<file path="config.mk">
export PLATFORM = sky130hd
export DESIGN_NAME = sw_key_debounce_lbus
export DESIGN_NICKNAME = d
export VERILOG_FILES = /design/src/rtl/sw_key_debounce_lbus.sv
export SDC_FILE = /design/constraint.sdc
export NUM_CORES = 1
export LEC_CHECK = 0
export ABC_AREA = 1
export CAP_MARGIN = 20
export CORE_AREA = 2 2 177 179
export CTS_CLUSTER_DIAMETER = 120
export DETAILED_ROUTE_END_ITERATION = 7
export DIE_AREA = 0 0 179 181
export PLACE_DENSITY_LB_ADDON = 0.15
export SKIP_LAST_GASP = 1
export SYNTH_ARGS = -nofsm -noshare
export SYNTH_HDL_FRONTEND = slang
export SYNTH_SLANG_ARGS = --single-unit
</file>
<file path="constraint.sdc">
create_clock -name lb_clk -period 1.53 [get_ports lb_clk]
set_input_delay 0.306 -clock lb_clk [delete_from_list [all_inputs] [get_ports lb_clk]]
set_output_delay 0.306 -clock lb_clk [all_outputs]
set_load 0.02 [all_outputs]
</file>
<file path="src/rtl/sw_key_debounce_lbus.sv">
// XT local-bus slave types and address-match helpers, followed by the
// push-button / slide-switch debounce peripheral.
//
// sw_key_debounce_lbus ports:
//   lb_clk   local-bus clock, the only clock
//   rst_n    asynchronous active-low reset
//   xt_lb    local-bus slave request (addr, rd, wr, wdata)
//   rdata    combinational read data, 0 when not addressed
//   irq      registered level interrupt
//   key_raw  asynchronous raw key pins
//   sw_raw   asynchronous raw switch pins
//
// Register map (16-bit, byte offsets from BASE_ADDR):
//   0x00 KEY_STATE RO, 0x02 SW_STATE RO, 0x04 KEY_PRESS W1C,
//   0x06 KEY_RELEASE W1C, 0x08 IRQ_EN RW (press [NUM_KEYS-1:0], release [NUM_KEYS+7:8])

package xt_bus_pkg;

  localparam int unsigned LB_AW = 16;
  localparam int unsigned LB_DW = 16;

  typedef struct packed {
    logic [LB_AW-1:0] addr;
    logic             rd;
    logic             wr;
    logic [LB_DW-1:0] wdata;
  } lb_slave_t;

  // Address falls inside the window of a slave at base (win_mask = offset bits).
  function automatic logic lb_in_window(input logic [LB_AW-1:0] addr,
                                        input logic [LB_AW-1:0] base,
                                        input logic [LB_AW-1:0] win_mask);
    return (addr & ~win_mask) == (base & ~win_mask);
  endfunction

  // Read strobe targeting this slave's window.
  function automatic logic lb_rd_match(input lb_slave_t        req,
                                       input logic [LB_AW-1:0] base,
                                       input logic [LB_AW-1:0] win_mask);
    return req.rd && lb_in_window(req.addr, base, win_mask);
  endfunction

  // Write strobe targeting one exact register address.
  function automatic logic lb_wr_match(input lb_slave_t        req,
                                       input logic [LB_AW-1:0] reg_addr);
    return req.wr && (req.addr == reg_addr);
  endfunction

endpackage

module sw_key_debounce_lbus
  import xt_bus_pkg::*;
#(
  parameter int unsigned NUM_KEYS        = 4,
  parameter int unsigned NUM_SW          = 3,
  parameter int unsigned DEBOUNCE_CYCLES = 20000,
  parameter bit          KEY_ACTIVE_LOW  = 1'b1,
  parameter logic [15:0] BASE_ADDR       = 16'h0000
) (
  input  logic                lb_clk,
  input  logic                rst_n,
  input  lb_slave_t           xt_lb,
  output logic [15:0]         rdata,
  output logic                irq,
  input  logic [NUM_KEYS-1:0] key_raw,
  input  logic [NUM_SW-1:0]   sw_raw
);

  localparam int unsigned NUM_IN = NUM_KEYS + NUM_SW;
  localparam int unsigned CNT_W  = (DEBOUNCE_CYCLES == 0) ? 1 : $clog2(DEBOUNCE_CYCLES + 1);
  localparam logic [CNT_W-1:0] CNT_LAST =
    (DEBOUNCE_CYCLES == 0) ? '0 : CNT_W'(DEBOUNCE_CYCLES - 1);

  localparam logic [15:0] WIN_MASK        = 16'h000F;
  localparam logic [3:0]  OFF_KEY_STATE   = 4'h0;
  localparam logic [3:0]  OFF_SW_STATE    = 4'h2;
  localparam logic [3:0]  OFF_KEY_PRESS   = 4'h4;
  localparam logic [3:0]  OFF_KEY_RELEASE = 4'h6;
  localparam logic [3:0]  OFF_IRQ_EN      = 4'h8;

  localparam logic [15:0] ADDR_KEY_PRESS   = BASE_ADDR + 16'(OFF_KEY_PRESS);
  localparam logic [15:0] ADDR_KEY_RELEASE = BASE_ADDR + 16'(OFF_KEY_RELEASE);
  localparam logic [15:0] ADDR_IRQ_EN      = BASE_ADDR + 16'(OFF_IRQ_EN);

  // Implemented IRQ_EN bits; release enables only exist when they fit below bit 16.
  localparam logic [31:0] KEY_ONES = (32'd1 << NUM_KEYS) - 32'd1;
  localparam logic [15:0] EN_MASK  =
    (NUM_KEYS <= 8) ? 16'(KEY_ONES | (KEY_ONES << 8)) : 16'(KEY_ONES);

  logic [NUM_IN-1:0]   raw_norm;
  logic [NUM_IN-1:0]   sync1;
  logic [NUM_IN-1:0]   sync2;
  logic [NUM_IN-1:0]   stable;
  logic [NUM_IN-1:0]   stable_nxt;
  logic [CNT_W-1:0]    cnt     [NUM_IN];
  logic [CNT_W-1:0]    cnt_nxt [NUM_IN];

  logic [NUM_KEYS-1:0] key_state;
  logic [NUM_KEYS-1:0] key_state_nxt;
  logic [NUM_SW-1:0]   sw_state;
  logic [NUM_KEYS-1:0] key_press;
  logic [NUM_KEYS-1:0] key_press_nxt;
  logic [NUM_KEYS-1:0] key_release;
  logic [NUM_KEYS-1:0] key_release_nxt;
  logic [NUM_KEYS-1:0] press_clr;
  logic [NUM_KEYS-1:0] release_clr;
  logic [NUM_KEYS-1:0] en_press;
  logic [NUM_KEYS-1:0] en_release;
  logic [15:0]         irq_en;
  logic [15:0]         irq_en_nxt;
  logic                irq_nxt;

  logic                rd_hit;
  logic                wr_press;
  logic                wr_release;
  logic                wr_irq_en;

  // Keys are normalised to 1 = pressed before the synchroniser, so the
  // all-zero reset value of the flops means "released" and cannot fake a press.
  assign raw_norm = {sw_raw, (KEY_ACTIVE_LOW ? ~key_raw : key_raw)};

  // Two-flop synchroniser for every raw pin.
  always_ff @(posedge lb_clk or negedge rst_n) begin
    if (!rst_n) begin
      sync1 <= '0;
      sync2 <= '0;
    end else begin
      sync1 <= raw_norm;
      sync2 <= sync1;
    end
  end

  // Per-bit debounce: accept a new level after DEBOUNCE_CYCLES consecutive samples.
  always_comb begin
    stable_nxt = stable;
    for (int i = 0; i < NUM_IN; i++) begin
      cnt_nxt[i] = '0;
      if (DEBOUNCE_CYCLES == 0) begin
        stable_nxt[i] = sync2[i];
      end else if (sync2[i] != stable[i]) begin
        if (cnt[i] == CNT_LAST) begin
          stable_nxt[i] = sync2[i];
        end else begin
          cnt_nxt[i] = cnt[i] + CNT_W'(1);
        end
      end
    end
  end

  always_ff @(posedge lb_clk or negedge rst_n) begin
    if (!rst_n) begin
      stable <= '0;
      for (int i = 0; i < NUM_IN; i++) begin
        cnt[i] <= '0;
      end
    end else begin
      stable <= stable_nxt;
      for (int i = 0; i < NUM_IN; i++) begin
        cnt[i] <= cnt_nxt[i];
      end
    end
  end

  assign key_state     = stable[NUM_KEYS-1:0];
  assign key_state_nxt = stable_nxt[NUM_KEYS-1:0];
  assign sw_state      = stable[NUM_IN-1:NUM_KEYS];

  // Bus decode.
  assign rd_hit     = lb_rd_match(xt_lb, BASE_ADDR, WIN_MASK);
  assign wr_press   = lb_wr_match(xt_lb, ADDR_KEY_PRESS);
  assign wr_release = lb_wr_match(xt_lb, ADDR_KEY_RELEASE);
  assign wr_irq_en  = lb_wr_match(xt_lb, ADDR_IRQ_EN);

  assign en_press = irq_en[NUM_KEYS-1:0];

  generate
    if (NUM_KEYS <= 8) begin : g_rel_en
      assign en_release = irq_en[NUM_KEYS+7:8];
    end else begin : g_rel_no_en
      assign en_release = '0;
    end
  endgenerate

  // Event flags: a hardware set in the same cycle as a W1C clear wins.
  always_comb begin
    press_clr       = wr_press   ? xt_lb.wdata[NUM_KEYS-1:0] : '0;
    release_clr     = wr_release ? xt_lb.wdata[NUM_KEYS-1:0] : '0;
    key_press_nxt   = (key_press & ~press_clr) | (key_state_nxt & ~key_state);
    key_release_nxt = (key_release & ~release_clr) | (~key_state_nxt & key_state);
    irq_en_nxt      = wr_irq_en ? (xt_lb.wdata & EN_MASK) : irq_en;
    irq_nxt         = (|(key_press & en_press)) | (|(key_release & en_release));
  end

  always_ff @(posedge lb_clk or negedge rst_n) begin
    if (!rst_n) begin
      key_press   <= '0;
      key_release <= '0;
      irq_en      <= '0;
      irq         <= 1'b0;
    end else begin
      key_press   <= key_press_nxt;
      key_release <= key_release_nxt;
      irq_en      <= irq_en_nxt;
      irq         <= irq_nxt;
    end
  end

  // Zero-wait-state read mux.
  always_comb begin
    rdata = '0;
    if (rd_hit) begin
      case (xt_lb.addr[3:0])
        OFF_KEY_STATE:   rdata = 16'(key_state);
        OFF_SW_STATE:    rdata = 16'(sw_state);
        OFF_KEY_PRESS:   rdata = 16'(key_press);
        OFF_KEY_RELEASE: rdata = 16'(key_release);
        OFF_IRQ_EN:      rdata = irq_en;
        default:         rdata = '0;
      endcase
    end
  end

endmodule
</file>
; ---- Word-level counts from Yosys, hierarchy flattened
; Cells that the tools add are included.
[totals]
register_bits = 143
inputBits = 43
output_inout_bits = 17
elab_cells = 96
[classes]
n_addsub = 7
n_eq_ne = 21
muxes = 26
n_bitwise = 14
n_reduce_logical = 11
[ops]
columns = operator, count
row1 = 15-bit 2-to-1 mux, 14
row2 = 15-bit by 1-bit adder with 15-bit output (second input constant), 7
row3 = 15-bit equality test (second input constant), 7
row4 = 12-bit one-hot mux with 5 select lines, 1
row5 = 16-bit by 3-bit equality test with 1-bit output (second input constant), 2
row6 = 4-bit AND, 6
row7 = 4-bit inverter, 5
row8 = 16-bit by 4-bit equality test with 1-bit output (second input constant), 1
row9 = 16-bit logical NOT, 1
row10 = 16-bit 2-to-1 mux, 1
row11 = 4-bit by 3-bit equality test with 1-bit output (second input constant), 2
row12 = 1-bit 2-to-1 mux, 8
row13 = 4-bit 2-to-1 mux, 2
row14 = 4-bit bitwise OR, 2
row15 = 4-bit OR reduction, 2
row16 = 1-bit != test, 7
row17 = 2-bit AND reduction, 3
row18 = 4-bit by 2-bit equality test with 1-bit output (second input constant), 1
row19 = 4-bit equality test (second input constant), 1
row20 = 1-bit logical AND, 4
row21 = 4-bit logical NOT, 1
row22 = 1-bit bitwise OR, 1

; ---- Logic depth before layout (Yosys ltp)
[logic_depth]
depth_word = 6
depth_mapped = 9
mapped_depth_nobuf = 9

; ---- Least setup slack after synthesis
; Ideal clock, no wire load.
[synth_timing]
path_type = in2out
startpoint = input xt_lb[33] (netlist name)
endpoint = output rdata[8]
arrival_ns = 1.372
required_time_ns = 1.224
path_slack_ns = -0.148
stages = 6
path_buffers = 1
cell_sequence = nor2_1 nand2_1 nor2_2 buf_2 nand2_1 nor3_1
[synth_between]
elab_chain_len = 3
[synth_rtl]
columns = item, line
row1 = "start, declared", 62  ; input lb_slave_t xt_lb,
row2 = 16-bit logical NOT, 33  ; return (addr & ~win_mask) == (base & ~win_mask);
row3 = 1-bit logical AND, 40  ; return req.rd && lb_in_window(req.addr, base, win_mask);
row4 = 16-bit 2-to-1 mux, 211  ; if (rd_hit) begin
row5 = "end, declared", 63  ; output logic [15:0] rdata,
; No other way between the ends.

; ---- Worst setup path after layout
[layout_timing]
startpoint = input xt_lb[32] (netlist name)
endpoint = output rdata[2]
; Same word-level chain as after synthesis.

==> results.sh <==
export IMPL_initialDrtViolationCount=317
export IMPL_fp_dieH_um=181
export IMPL_global_route_met2_usage_pct=19.6
export IMPL_holdCritPathClass="input pin to register"
export IMPL_antennaDiodeCount=0
export IMPL_clock_period_minus_final_worst_setup_slack_ns=1.67
export IMPL_fp_dieW_um=179
export IMPL_setup_worst_path_start_class="input pin"
export IMPL_initial_core_util_pct=24.7
export IMPL_drive_above_1_share_pct=19.7
export IMPL_grt_overflow_total=0
export IMPL_dominant_combinational_cell_family_by_area_after_synthesis="simple AND/OR/NAND/NOR gates"
export IMPL_worstReg2RegEnd="cnt[49]$_DFF_PN0_"
export IMPL_area_growth_pct=33.0
export IMPL_routed_via_density=4.18
export IMPL_power_total_mw=8.94
export IMPL_report_final_setup_viol=4
export IMPL_syn_inst=976
export IMPL_holdPathEnd="sync1[5]$_DFF_PN0_"
export IMPL_p_seq_share_pct=43.5
export IMPL_worst_clock_skew_ns=0.0127
export IMPL_top_level_ports=60
export IMPL_globalRouteMet1Util_pct=16.9
export IMPL_post_synth_and_or_nand_nor_area_fraction_pct=35.0
export IMPL_startpoint="xt_lb[32]"
export IMPL_rsz0062_at_grt="yes"
export IMPL_routed_wl_um=18800
export IMPL_cts_sink_count=143
export IMPL_fp_coreArea_sq_mm=0.0303
export IMPL_netlist_top_cells_area="dfrtp_1, nand2_1, nor2_1, inv_1, nand3_1"
export IMPL_global_route_wire_length_before_repair_um=31700
export IMPL_period_share_pct=109
export IMPL_powerDensity_mw_per_mm2=897
export IMPL_muxShareOfSynthArea_pct=0
export IMPL_fin_util_pct=32.8
export IMPL_final_antenna_net_count=0
export IMPL_p_leak_nw=4.29
export IMPL_violations="negative setup slack"
export IMPL_route_vias_total=6400
export IMPL_startpoint_of_the_tightest_hold_check_path="sw_raw[1]"
export IMPL_xor_xnor_share_of_the_synthesized_area_pct=5.01
export IMPL_post_synth_top_area_cell="dfrtp_1"
export IMPL_post_synth_cell_area_avg_sq_um=7.67
export IMPL_netlist_cell_type_count=33
export IMPL_global_route_peak_usage_layer="met2"
export IMPL_place_port_buffers=43
export IMPL_final_max_slew_violation_count=0
export IMPL_drtPass1Iterations=4
export IMPL_non_filler_instance_count_after_layout=1531
export IMPL_die_area_sq_mm=0.0324
export IMPL_r2r_depth=4
export IMPL_route_detailed_drc=0
export IMPL_critPathArrivalTime_ns=1.37
export IMPL_grt_total_usage_pct=12.3
export IMPL_fin_hold_ws_ns=0.315
export IMPL_swShare_pct=23.6
export IMPL_switchingPower_mw=2.11
export IMPL_layout_filler_cells=3199
export IMPL_ys_seq_elements=143
export IMPL_cell_internal_pwr_mw=6.83
export IMPL_cts_max_level=4
export IMPL_timing_hold_violations_final=0
export IMPL_cell_area_after_technology_mapping_sq_mm=0.00749
export IMPL_worst_setup_hold_path_clk_slew_ns=0.06
export IMPL_cts_tree="yes"
export IMPL_final_setup_worst_slack_ns=-0.142
export IMPL_hold_depth=1
export IMPL_numCtsBuffers=17
export IMPL_dp_hpwl_um=14100
export IMPL_synth_compound_area_share_pct=3.89
export IMPL_synth_top_area_share_pct=47.8
export IMPL_std_cell_rows=64
export IMPL_clock_path_buffers=2
export IMPL_pwr_share_comb_pct=5.8
export IMPL_outcome="finished with violations"
export IMPL_ys_warn_count=0
export IMPL_crit_path_max_fanout=2
export IMPL_largest_net_degree_at_the_start_of_global_routing=40
export IMPL_criticalPathCategory="input pin to output pin"
export IMPL_drv_cap=0
export IMPL_globalRouteMet3Util_pct=2.86
export IMPL_worstSetupEndpointType="output pin"
export IMPL_clk_latency_ns=0.43
export IMPL_wire_per_inst_um=12.3
export IMPL_nets=1172
export IMPL_clockRootBuffer="clkbuf_16"
export IMPL_synth_yosys_seq_area_share_pct=47.8
export IMPL_fmaxAchievable_mhz=598
export IMPL_critical_path_required_time_ns=1.22
export IMPL_share_clk_of_total_power_pct=50.7
export IMPL_post_synth_fa_ha_maj_area_fraction_pct=1.17
export IMPL_ir_drop_mv=0.788
export IMPL_timing_rr_start="stable[3]$_DFF_PN0_"
export IMPL_routabilityCongestion=0.810
export IMPL_rrSetupSlack_ns=0.11
export IMPL_number_of_global_route_vias_before_repair=6401
export IMPL_antenna_found_initial=0
export IMPL_post_place_cells=1482
-- stage by stage --
stage	worst slack, ns	instance area [sq um]	setup TNS, ns
after CTS	-0.173	9800	-0.678
after global placement	-1.07	8970	-12.83
after detailed placement	-1.06	8970	-12.98
final	-0.142	9960	-0.446
after global routing	-0.193	9960	-0.959
after floorplan	-0.148	7530	-0.636
-- layer usage --
layer	vias up	share of wire (%)
met2	57	46
met3	11	2.3
met1	2974	51
met4	0	0.78
met5	-	0
li1	3358	-
-- worst max-delay path by stage --
stage | slack [ns] | cells after the start | end
3_3_place_gp | -1.07 | 8 | rdata[3]
6_report | -0.14 | 9 | rdata[2]
2_1_floorplan | -0.15 | 6 | rdata[8]
4_1_cts | -0.17 | 5 | rdata[2]
5_1_grt | -0.19 | 11 | rdata[2]
3_5_place_dp | -1.06 | 8 | rdata[9]
-- power groups by stage --
| stage | Clock (mW) | Combinational [mW] | Sequential, mW |
|---|---|---|---|
| after floorplan | 0 | 0.201 | 3.95 |
| after global placement | 0 | 0.482 | 3.96 |
| after detailed placement | 0 | 0.484 | 3.96 |
| after CTS | 4.70 | 0.510 | 3.89 |
| after global routing | 4.88 | 0.586 | 3.90 |
| final | 4.53 | 0.514 | 3.89 |
-- repair_timing --
action / 4_1_cts / 5_1_grt
hold endpoints to repair: 23 / 0
endpoints found under the setup margin: 14 / 54
buffers inserted: 14 / 4
gates resized for setup: 138 / 53
hold buffers: 1 / 0
pin swaps: 35 / 24
gates cloned: 0 / 0
-- worst max-delay path, stage by stage --
cell and delay (ns):
buf_2 0.11, nor2_4 0.07, nand2_2 0.07, nor2_4 0.18, nand3_2 0.12, buf_6 0.14, buf_6 0.11, nor2_4 0.12
buf_12 0.13
-- flip-flops by register name, indices dropped and copies added (netlist names) --
| signal | count |
|---|---|
| irq_en | 8 |
| cnt | 105 |
| stable | 7 |
| irq | 1 |
| key_press | 4 |
| sync2 | 7 |
| key_release | 4 |
| sync1 | 7 |
-- cell type report --
cell class / instances / area, sq um / share of cell area, %
clock buffer: 18 / 429 / 4.31
clock inverter: 14 / 205 / 2.06
inverter: 121 / 459 / 4.61
multi-input combinational: 709 / 3620 / 36.4
sequential: 143 / 3580 / 35.9
tap: 396 / 495 / 4.97
timing repair buffer: 130 / 1170 / 11.7
-- layout by cell type, fill, tap and decap left out, types with 3 or more instances in the layout --
cell             count
nor2_2              17
nor2_1             195
nand3_1             70
nor3_1              15
buf_12               5
dfrtp_1            143
buf_6               24
clkdlybuf4s50_1     16
and2_1               7
clkbuf_16           17
conb_1               8
nor3_2               6
nand4_1             30
o21ai_1              3
a21oi_1             22
nand3b_1             3
o21ai_2              8
a22o_1               3
buf_2                8
o21ai_0              7
nand2_2             17
ha_1                 6
nand2_4              6
nor2_4              14
bufinv_16            4
inv_2                6
inv_1              114
nor3b_1             10
inv_6                6
clkinv_4             3
xnor2_1             10
xor2_1              31
buf_4               72
o21bai_1             3
nand2_1            209
-- logic make-up (layout without fill, tap and decap cells) --
group,Yosys count,count (layout)
XOR/XNOR,42,42
buffers and inverters,131,283
adder cells (fa/ha/maj),7,7
other,1,8
AO/OA/AOI/OAI,48,48
AND/OR/NAND/NOR,604,604
flip-flops,143,143
-- cell usage after synthesis, drive strengths merged --
master  count
nand4      30
o21bai      3
dfrtp     143
nor3       21
clkinv      1
o21ai      18
a21oi      22
a31oi       1
o22ai       1
conb        1
inv       120
xnor2      10
ha          7
nand3b      3
nand2     232
a22o        3
and2        7
nand3      74
buf        10
xor2       32
and3        1
nor2      226
nor3b      10
(Power assumes the default switching activity.)
